## config.mk

```make
export PLATFORM = sky130hd
export DESIGN_NAME = pc_gen_stage_flat
export DESIGN_NICKNAME = d
export VERILOG_FILES = /design/src/rtl/pc_gen_stage_pkg.sv /design/src/rtl/pc_gen_stage_if.sv /design/src/rtl/pc_gen_stage.sv /design/src/flat_wrapper.sv
export SDC_FILE = /design/constraint.sdc
export NUM_CORES = 1
export LEC_CHECK = 0
export ABC_CLOCK_PERIOD_IN_PS = 5700
export CAP_MARGIN = 20
export CORE_AREA = 2 2 100 102
export DETAILED_ROUTE_END_ITERATION = 12
export DIE_AREA = 0 0 102 104
export PLACE_DENSITY_LB_ADDON = 0.3
export SLEW_MARGIN = 15
export SYNTH_ARGS = -nofsm -noshare
export SYNTH_HDL_FRONTEND = slang
export SYNTH_SLANG_ARGS = --single-unit
```

## constraint.sdc

```tcl
create_clock -name clock -period 5.7 [get_ports clock]
set_clock_uncertainty 0.15 [all_clocks]
set_input_delay 0.57 -clock clock [delete_from_list [all_inputs] [get_ports clock]]
set_output_delay 0.57 -clock clock [all_outputs]
set_load 0.005 [all_outputs]
```

## src/rtl/pc_gen_stage_pkg.sv

```systemverilog
// pc_gen_pkg: shared types and constants for the PC generation stage.
package pc_gen_pkg;
  typedef enum logic [1:0] {BOOT, RUN, HALTED} pc_state_e;
  localparam int INST_BYTES = 4;
  localparam logic [31:0] DEF_RESET_VECTOR = 32'h0000_0000;
  localparam logic [31:0] DEF_TRAP_VECTOR = 32'h0000_0100;
endpackage

```

## src/rtl/pc_gen_stage_if.sv

```systemverilog
// pc_gen_stage_if: control inputs and fetch-address outputs of the PC generation stage.
interface pc_gen_stage_if #(parameter int XLEN = 32);
  logic            stall;
  logic            redirect_valid;
  logic [XLEN-1:0] redirect_target;
  logic            halt_req;
  logic            resume;
  logic [XLEN-1:0] pc;
  logic            pc_valid;
  logic [XLEN-1:0] pc_plus4;
  logic            halted;
  logic [XLEN-1:0] fetch_count;
  logic            misalign_trap;
  modport master (
    output stall, redirect_valid, redirect_target, halt_req, resume,
    input  pc, pc_valid, pc_plus4, halted, fetch_count, misalign_trap
  );
  modport slave (
    input  stall, redirect_valid, redirect_target, halt_req, resume,
    output pc, pc_valid, pc_plus4, halted, fetch_count, misalign_trap
  );
endinterface

```

## src/rtl/pc_gen_stage.sv

```systemverilog
// pc_gen_stage: owns the program counter, issues fetch addresses and counts issued fetches.
// Define PC_MISALIGN_TRAP_EN to send misaligned redirects to TRAP_VECTOR with a misalign_trap pulse.
module pc_gen_stage
  import pc_gen_pkg::*;
#(
  parameter int XLEN = 32,
  parameter logic [XLEN-1:0] RESET_VECTOR = XLEN'(DEF_RESET_VECTOR)
`ifdef PC_MISALIGN_TRAP_EN
  , parameter logic [XLEN-1:0] TRAP_VECTOR = XLEN'(DEF_TRAP_VECTOR)
`endif
) (
  input logic           clock,
  input logic           reset,
  pc_gen_stage_if.slave bus
);
  pc_state_e       state_q, state_d;
  logic [XLEN-1:0] pc_q, pc_d, cnt_q, cnt_d, tgt;
  logic            take, issue;
  always_ff @(posedge clock)
    if (reset) state_q <= BOOT;
    else state_q <= state_d;
  always_comb begin
    state_d = state_q == BOOT ? RUN
            : state_q == RUN ? (bus.halt_req ? HALTED : RUN)
            : (bus.resume && !bus.halt_req ? RUN : HALTED);
  end
  always_comb begin
    bus.pc_valid    = state_q == RUN;
    bus.halted      = state_q == HALTED;
    bus.pc          = pc_q;
    bus.pc_plus4    = pc_q + XLEN'(INST_BYTES);
    bus.fetch_count = cnt_q;
  end
  // A redirect is honoured in RUN and HALTED alike so a late branch is never lost.
  assign take  = bus.redirect_valid && state_q != BOOT;
  assign issue = state_q == RUN && !bus.stall;
`ifdef PC_MISALIGN_TRAP_EN
  logic trap_q, misal;
  assign misal = |bus.redirect_target[1:0];
  assign tgt   = misal ? TRAP_VECTOR : bus.redirect_target;
  always_ff @(posedge clock)
    if (reset) trap_q <= 1'b0;
    else trap_q <= take && misal;
  assign bus.misalign_trap = trap_q;
`else
  assign tgt = bus.redirect_target & ~XLEN'(INST_BYTES - 1);
  assign bus.misalign_trap = 1'b0;
`endif
  always_comb begin
    pc_d  = take ? tgt : issue ? pc_q + XLEN'(INST_BYTES) : pc_q;
    cnt_d = cnt_q + XLEN'(issue);
  end
  always_ff @(posedge clock)
    if (reset) begin
      pc_q  <= RESET_VECTOR;
      cnt_q <= '0;
    end else begin
      pc_q  <= pc_d;
      cnt_q <= cnt_d;
    end
endmodule

```

## src/flat_wrapper.sv

```systemverilog
// flat-port wrapper written by rule: the top's interface ports become plain ports
module pc_gen_stage_flat import pc_gen_pkg::*;
#(
  parameter int XLEN = 32,
  parameter logic [XLEN-1:0] RESET_VECTOR = XLEN'(DEF_RESET_VECTOR)

)
  (clock, reset, bus_stall, bus_redirect_valid, bus_redirect_target, bus_halt_req, bus_resume, bus_pc, bus_pc_valid, bus_pc_plus4, bus_halted, bus_fetch_count, bus_misalign_trap);
  pc_gen_stage_if #(.XLEN(XLEN)) bus_i ();
  input logic clock;
  input logic reset;
  input wire logic [$bits(bus_i.stall)-1:0] bus_stall;
  input wire logic [$bits(bus_i.redirect_valid)-1:0] bus_redirect_valid;
  input wire logic [$bits(bus_i.redirect_target)-1:0] bus_redirect_target;
  input wire logic [$bits(bus_i.halt_req)-1:0] bus_halt_req;
  input wire logic [$bits(bus_i.resume)-1:0] bus_resume;
  output wire logic [$bits(bus_i.pc)-1:0] bus_pc;
  output wire logic [$bits(bus_i.pc_valid)-1:0] bus_pc_valid;
  output wire logic [$bits(bus_i.pc_plus4)-1:0] bus_pc_plus4;
  output wire logic [$bits(bus_i.halted)-1:0] bus_halted;
  output wire logic [$bits(bus_i.fetch_count)-1:0] bus_fetch_count;
  output wire logic [$bits(bus_i.misalign_trap)-1:0] bus_misalign_trap;
  assign bus_i.stall = bus_stall;
  assign bus_i.redirect_valid = bus_redirect_valid;
  assign bus_i.redirect_target = bus_redirect_target;
  assign bus_i.halt_req = bus_halt_req;
  assign bus_i.resume = bus_resume;
  assign bus_pc = bus_i.pc;
  assign bus_pc_valid = bus_i.pc_valid;
  assign bus_pc_plus4 = bus_i.pc_plus4;
  assign bus_halted = bus_i.halted;
  assign bus_fetch_count = bus_i.fetch_count;
  assign bus_misalign_trap = bus_i.misalign_trap;
  pc_gen_stage #(.XLEN(XLEN), .RESET_VECTOR(RESET_VECTOR)) u_core (.clock(clock), .reset(reset), .bus(bus_i));
endmodule
```

-- Yosys cells after proc, flatten, opt, wreduce, memory -nomap -nowiden
Cells that the tools add are included.
- flip-flop bits (word level): 66
- output and inout bits: 99
- logic and storage cells: 25
- $add $sub $neg: 2
- eq/ne operators: 2
- mux-type cells: 6
- reductions and logical operators: 10
- operators by type and width (kind ; count):
    $mux 32 ; 2
    $add 32x1->32 ; 1
    $add 32x3->32 const B ; 1
    $mux 2 ; 3
    $reduce_bool 2->1 ; 2
    $reduce_or 2->1 ; 2
    $logic_and 1x1->1 ; 3
    $eq 2x1->1 const B ; 1
    $eq 2x2->1 const B ; 1
    $logic_not 1->1 ; 2
    $logic_not 2->1 ; 1
    $mux 1 ; 1

-- Depth between registers and ports, before layout
Gate-level depths: netlist of run 1.
- depth after elaboration: 5
- mapped depth: 9
- gate-level depth less buffers: 9

-- Worst setup path before layout of run 1
Ideal clock, no wire load.
- kind: input to register
- start point: input bus_stall
- end point: register u_core.cnt_q[14] (netlist: u_core.bus.fetch_count[14])
- setup time: 128 ps
- arrival time: 2111 ps
- data required time: 5422 ps
- slack: 3312 ps
- cell stages on the path: 8
- buffers on the path: 0
- path through: nor2b_1 ha_1 ha_1 nand4_1 nor4_2 nand4_1 xor2_1 nor2_1
- word-level cells in the longest chain between the ends: 3
- ends and longest elaborated chain (element ; line ; text):
    start: declaration ; flat_wrapper.sv:12 ; input wire logic [$bits(bus_i.stall)-1:0] bus_stall;
    $logic_not 1->1 ; pc_gen_stage.sv:36 ; assign issue = state_q == RUN && !bus.stall;
    $logic_and 1x1->1 ; pc_gen_stage.sv:36 ;
    $add 32x1->32 ; pc_gen_stage.sv:51 ; cnt_d = cnt_q + XLEN'(issue);
    end signal: assignment ; pc_gen_stage.sv:59 ; cnt_q <= cnt_d;
    end: declaration ; pc_gen_stage.sv:17 ; logic [XLEN-1:0] pc_q, pc_d, cnt_q, cnt_d, tgt;
No other way between the ends.
A chain may end at the register's enable or synchronous reset.

-- Final worst setup path of run 1
- start point: register u_core.pc_q[2] (netlist: u_core.bus.pc[2])
- end point: output bus_pc_plus4[28]
- word-level cells in the longest chain between the ends: 1
- ends and longest elaborated chain (element ; line ; text):
    start: declaration ; pc_gen_stage.sv:17 ;
    start signal: assignment ; pc_gen_stage.sv:58 ; pc_q <= pc_d;
    $add 32x3->32 ; pc_gen_stage.sv:31 ; bus.pc_plus4 = pc_q + XLEN'(INST_BYTES);
    end: declaration ; flat_wrapper.sv:19 ; output wire logic [$bits(bus_i.pc_plus4)-1:0] bus_pc_plus4;
No other way between the ends.

==> run summary, run 1 <==
Final hold analysis gives a worst-case slack of 367.7 ps. In the final timing run, aggregate negative setup slack is 0 ps. Number of hold violations in the final report: 0. For this configuration, the core starts out at a cell density of 38.65%. The tools report the critical path startpoint as u_core.bus.pc[2]. For the leakage component of the power, the log shows 1.815 nW. The final route contains 3898 vias. The count of flip-flops with a built-in enable after synthesis is 0, and the fill cell total of the finished layout is 914.

Initial antenna violation count: 0. The type of element launching the critical path was a flop. The number of gates resized after cts was 0. Relative to the synthesized area, the layout overhead comes to 42.51%.

Dividing the detail-routed wire length by the instance count gives 16.11 um. The detail route stage leaves a number of antenna-violating nets equal to 0. The synthesized netlist occupies a cell area of 3691 um2. Walking the worst path, the cells encountered are ha_1 -> and2_1 -> nand4_1 -> nor4_1 -> xor2_1 -> clkdlybuf4s50_1. The total overflow left after global routing is 0. Across the whole layout, storage elements account for 1281 um2. The die covers 10610 um2. TritonCTS built the clock tree. Cell type of the slowest stage on the worst timing path: sky130_fd_sc_hd__clkdlybuf4s50_1. Dividing total power by cell area gives a power density of 214.7 nW/um2. The run gives 212 as the number of DRC markers after the initial detailed-route iteration. The leading register cell type out of synthesis was sky130_fd_sc_hd__dfxtp_1.

The number of nets in the layout was 609. STA puts the critical path data required time at 4980 ps. The worst hold path terminates at u_core.bus.fetch_count[25]. At the pin with the least slew margin, the transition time is 1052 ps. Once the clock tree was built, the setup fixing pass inserted 0 buffers. Path type of the worst setup path: flop to output pin.

After detailed routing, the total wire length is 11360 um. Counting flops and latches in the post-synthesis netlist gives 64. After detailed routing, the number of remaining DRC violations is 0. The floorplan step defined a core boundary enclosing 9549 um2.

The length of the first detailed-routing pass in iterations was 6; the count of port buffers added during placement was 129. The largest area contributor in the synthesized netlist was sky130_fd_sc_hd__dfxtp_1. The path class of the tightest hold or removal check is flop to flop. Sequential cells were found to cover 34.71% of the synthesized design area. The number of standard-cell rows in the floorplan is 36. In the finished design, the share of the clock period the worst path needs comes to 60.38%.

The worst-case reg-to-reg path depth is 9, and the share of async-settable or async-resettable flops after synthesis is 0%. The worst register-to-register path begins at u_core.state_q[0]. The largest single stage delay on the critical path is 530 ps. The flow ran to the end, and the final reports show no timing, DRC or antenna violations. Headroom to the max-slew limit came out at 29.85%. In this run, CTS created clock tree buffers numbering 9.

In this run the vertical extent of the chip is 104 um. Yosys attributes the largest share of cell area to sky130_fd_sc_hd__dfxtp_1, sky130_fd_sc_hd__xor2_1, sky130_fd_sc_hd__nor2_1. The first-pass GRT wire length is 18640 um, and the floorplan die width is 102 um. The number of antenna diodes in the final layout is 0. The logs give 0 for the total setup violations reported at the end of the flow and 3 for the maximum level of the CTS H-tree. The setup check on the worst reg-to-reg path leaves a slack of 2480 ps.

For the worst-skew pair, the clock arrives at the later sink with an insertion delay of 350 ps. Using the TritonRoute via totals, the vias-per-cell ratio works out to 5.529. Ratio of cells with drive above 1 in the final layout: 7.517%. In this run, post-CTS hold repair placed 0 buffers. The destination of the worst register-to-register timing path is u_core.bus.fetch_count[28].

The mean post-synth cell area is 8.166 um2. The hold path startpoint is u_core.bus.fetch_count[25]. For the maximum clock frequency, the log shows 290.5 MHz. The clock slew seen by the registers of the worst setup and hold paths came out at 80 ps. Total count of max-transition violations in the final report: 0. During I/O placement, the number of pins put on the boundary was 137.

Along the worst hold path, the cell count comes to 2. The combined area of the multi-input logic cells was 2240 um2. Summed over all nets, the half-perimeter wirelength after detailed placement is 8049 um. The run gives 0 as the total of max-cap violations. For the global routing usage summed across all routing layers, the log shows 21.79%. By count the netlist is led by sky130_fd_sc_hd__dfxtp_1, sky130_fd_sc_hd__nor2_1, sky130_fd_sc_hd__xor2_1. Setup repair after global routing left no endpoint under its margin.

For the weighted congestion reported at the end of routability-driven placement, the log shows 0.8928. The tools report the worst-case clock buffer depth as 2. The total number of yosys warnings came out at 0.

The run gives 452 as the synthesized netlist cell count. The tree is rooted in a sky130_fd_sc_hd__clkbuf_8. Number of global-route vias before repair: 3737. The clock period could shrink to 3442 ps. The run gives 58 as the number of distinct library cell variants in the gate-level netlist after synthesis. The share of Yosys cell area claimed by the top area cell type was 34.71%. The critical-path maximum fanout was 8; the number of sinks on the clock net was 64. The data arrival time at the worst-slack endpoint was 2720 ps. Entering global routing, the biggest net connects 70 pins.

The tools report the endpoint class of the critical path as an output pin. The run gives 0.00008706 V as the worst ir drop on vdd.
[critical path, delay by kind of cell (launching register included)]
family        cells  cell delay [ps]
simple gates      3              860
buf+inv           1              530
fa+ha+maj         1              300
xor+xnor          1              230
flops             1              460
[kinds of logic after synthesis]
family / Yosys count / synth area share [%]
DFF: 64 / 34.71
buffers and inverters: 41 / 5.152
and+or+nand+nor: 215 / 32.20
xor gates and xnor gates: 52 / 12.34
adders and majority gates: 4 / 1.356
AOI/OAI and AO/OA: 75 / 14.14
other: 1 / 0.1016
[report_power, final]
part	switching, W	internal [W]
registers	0.0000325	0.000464
clock network	0.000202	0.000251
logic	0.0000742	0.000106
[area by class of cell]
cell class | instances | area share, %
Timing Repair Buffer | 132 | 24.95
Multi-Input combinational cell | 351 | 42.58
Sequential cell | 64 | 24.36
Clock buffer | 9 | 2.355
Tap cell | 133 | 3.164
Clock inverter | 7 | 1.951
Inverter | 9 | 0.6422
[how the worst max path moves through the flow]
stage / slack (ps) / endpoint / cells after the start
2_1_floorplan: 3310 / u_core.bus.fetch_count[14] / 8
3_3_place_gp: 2360 / u_core.bus.fetch_count[22] / 9
3_5_place_dp: 2220 / u_core.bus.fetch_count[28] / 9
4_1_cts: 2270 / bus_pc_plus4[28] / 6
5_1_grt: 2040 / bus_pc_plus4[28] / 6
6_report: 2260 / bus_pc_plus4[28] / 6
[registers in the layout (all words and copies together), names as in the netlist]
name,flops
u_core.bus.pc,30
u_core.state_q,2
u_core.bus.fetch_count,32
[stage by stage]
step / instances / total power [W] / instance area (um2) / util [%] / setup slack (ps)
final: 705 / 0.001129 / 5260 / 55.08 / 2258
after global routing: 705 / 0.001178 / 5260 / 55.08 / 2043
after CTS: 704 / 0.001136 / 5249 / 54.97 / 2273
after detailed placement: 688 / 0.0006841 / 5022 / 52.59 / 2222
after global placement: 688 / 0.0006819 / 5022 / 52.59 / 2360
after floorplan: 456 / 0.0005776 / 3706 / - / 3312
[cells in the final DEF, fill, tap and decap left out, types with 17 or more instances in the layout]
cell / instances
sky130_fd_sc_hd__xor2_1: 32
sky130_fd_sc_hd__dfxtp_1: 64
sky130_fd_sc_hd__clkdlybuf4s50_1: 128
sky130_fd_sc_hd__xnor2_1: 20
sky130_fd_sc_hd__nor2_1: 64
sky130_fd_sc_hd__nand2_1: 27
sky130_fd_sc_hd__nand3_1: 26
sky130_fd_sc_hd__o21ai_0: 17
sky130_fd_sc_hd__nand4_1: 19
[per-layer routing]
metal | vias up | global-route usage (%) | wire (um)
li1 | 1851 | - | -
met2 | 169 | 35.39 | 5474
met3 | 17 | 4.906 | 864
met5 | - | 0 | 0
met1 | 1861 | 28.58 | 4819
met4 | 0 | 6.571 | 197
(Power assumes the default switching activity.)
==> run 2: changes to the inputs <==
Settings changed: ABC_CLOCK_PERIOD_IN_PS 5700 to 3200.
Clock period 5.7 ns to 3.2 ns, I/O delays scaled along.
==> run summary, run 2 (synthesis gave the netlist of run 1 again) <==
The run finished with clean final reports. Measured against its own limit, the worst slew margin works out to 57.26%. The logs give 717 for the final standard cell count with taps included and fillers excluded and 0 for the overall overflow remaining after global route. The top cell types in the final layout, fill and taps aside, are sky130_fd_sc_hd__clkdlybuf4s50_1, sky130_fd_sc_hd__dfxtp_1, sky130_fd_sc_hd__nor2_1. For this design the top-level I/O count stands at 137.

The number of diodes was 0; the final wirelength was 11610 um. Measured along the x axis, the die boundary spans 102 um. The weighted congestion reported at the end of routability-driven placement is 0.8978. The total count of max-transition violations in the final report was 0; the number of buffers inserted by hold repair at cts was 0. The count of port buffers added during placement is 129, and the number of sinks on the clock net is 64.

For the total setup violations reported at the end of the flow, the log shows 0. For this design the ratio of total power to cell area is 362.3 nW/um2. The library cell used most frequently in the layout, excluding fill and tap cells, is sky130_fd_sc_hd__clkdlybuf4s50_1. The transition at the pin with the smallest max-transition slack is 641.0 ps.

Counting I/O delays and the setup requirement, the final critical path takes 3045 ps. Of the cells placed in the final design, the portion with a size suffix greater than 1 is 10.62%. From synthesis to final layout, the design area changed by 45.32%. The leakage component of the power is 1.888 nW. IR analysis of the VDD net gives a maximum drop of 0.0002589 V.

After detailed routing, the average wire length per cell comes to 16.19 um. The number of placed instances, taps included, is 698. Dividing the detail-routed via count by the number of cells gives 5.428. Timing would allow up to 328.4 MHz.

The fill cell total of the finished layout is 877. The first detailed-routing pass took 5 iterations. Once detailed placement completed, the half-perimeter wirelength came to 8227 um. First-pass GRT wire length: 18690 um. TritonCTS built the clock tree. Clock-pin slew was measured on the worst setup and hold paths at 80 ps. Measured along the y axis, the die boundary spans 104 um.

Clock tree synthesis selected as its root buffer the cell sky130_fd_sc_hd__clkbuf_8. The worst setup path is of the flop to output pin kind. The maximum level of the CTS H-tree was 3; the maximum number of pins on one net before global-route repair was 38. The kind of path behind the tightest hold check was input pin to flop. The initial antenna violation count was 0; the post-detailed-route count of antenna-violating nets was 0. The area of the die was 10610 um2. At the later pin of the worst-skew pair, clock insertion delay measures 350 ps. The run gives 9549 um2 as the core outline area. The tools report the type of element launching the critical path as a flop.

In this run the core area contains 36 standard-cell rows. The run gives 3892 as the via total after detailed routing. The tools report the endpoint class of the critical path as an output pin. The period utilization was 95.15%.

The data arrival time at the worst-slack endpoint is 2570 ps, and the critical-path maximum fanout is 9. The global routing usage summed across all routing layers was 22.01%; the number of DRC markers after the initial detailed-route iteration was 192. The logs give 3794 for the number of global-route vias before repair and 0 for the total of max-cap violations. The logs give 621 for the number of nets in the layout and 0 ps for the sum of negative setup slack. For this configuration, the core starts out at a cell density of 38.65%. STA puts the critical path data required time at 2730 ps.

In this run the deepest clock path goes through 2 buffers. The tools report the number of hold violations in the final report as 0. The run gives 9 as the TritonCTS buffer count. The register with the most flip-flops in the layout has 32 of them.

The tools report the post-route DRC violation count as 0.
[run 2: what timing repair did]
item / 4_1_cts / 5_1_grt
resized for setup: 0 / 8
endpoints found under the setup margin: 0 / 8
buffers inserted: 0 / 3
[run 2: path summary, 6_finish.rpt]
check	endpoint	startpoint	slack [ps]	cells past startpoint
worst min-delay path	u_core.bus.fetch_count[26]	reset	330	2
worst max-delay path	bus_pc_plus4[31]	u_core.bus.pc[10]	160	5
worst max register to register	u_core.bus.fetch_count[22]	u_core.state_q[0]	450	10
worst min register to register	u_core.bus.fetch_count[25]	u_core.bus.fetch_count[25]	370	2
[run 2: critical path: stages (launching register included)]
cell	delay (ps)
sky130_fd_sc_hd__dfxtp_1	510
sky130_fd_sc_hd__nand4_1	350
sky130_fd_sc_hd__nor2_1	340
sky130_fd_sc_hd__and4_1	270
sky130_fd_sc_hd__xor2_1	200
sky130_fd_sc_hd__clkdlybuf4s50_1	570
[run 2: area by class of cell]
cell class / count / area (um2) / area share (%)
repair buffers: 144 / 1399 / 26.08
clock buffers: 10 / 137.6 / 2.566
multi-input cells: 351 / 2278 / 42.48
inverters: 9 / 33.78 / 0.6298
flip-flops and latches: 64 / 1281 / 23.89
well taps: 133 / 166.4 / 3.102
clock inverters: 6 / 67.56 / 1.260
[run 2: per-layer routing]
metal,up-vias,GRT usage (%),wire length (um)
met1,1831,27.86,4781
met4,0,7.333,180
met5,-,0,0
li1,1876,-,-
met2,169,36.42,5773
met3,16,5.175,872
[run 2: stage by stage]
stage / cell area [um2] / hold WS [ps] / total power [W] / utilization [%] / setup slack [ps]
finish: 5364 / 327.0 / 0.001943 / 56.17 / 155.3
floorplan: 3706 / 316.3 / 0.001029 / - / 822.9
detailed placement: 5097 / 360.6 / 0.001226 / 53.38 / 407.3
global placement: 5097 / 346.0 / 0.001222 / 53.38 / 453.7
global route: 5364 / 339.6 / 0.002033 / 56.17 / -13.82
CTS: 5303 / 322.3 / 0.001959 / 55.53 / 30.72
[run 2: report_power, final]
| part | switching, W | total, W | internal [W] |
|---|---|---|---|
| clock network | 0.000347 | 0.000731 | 0.000383 |
| logic | 0.000137 | 0.000331 | 0.000194 |
| registers | 0.0000557 | 0.000881 | 0.000826 |
| total | 0.000540 | 0.00194 | 0.00140 |
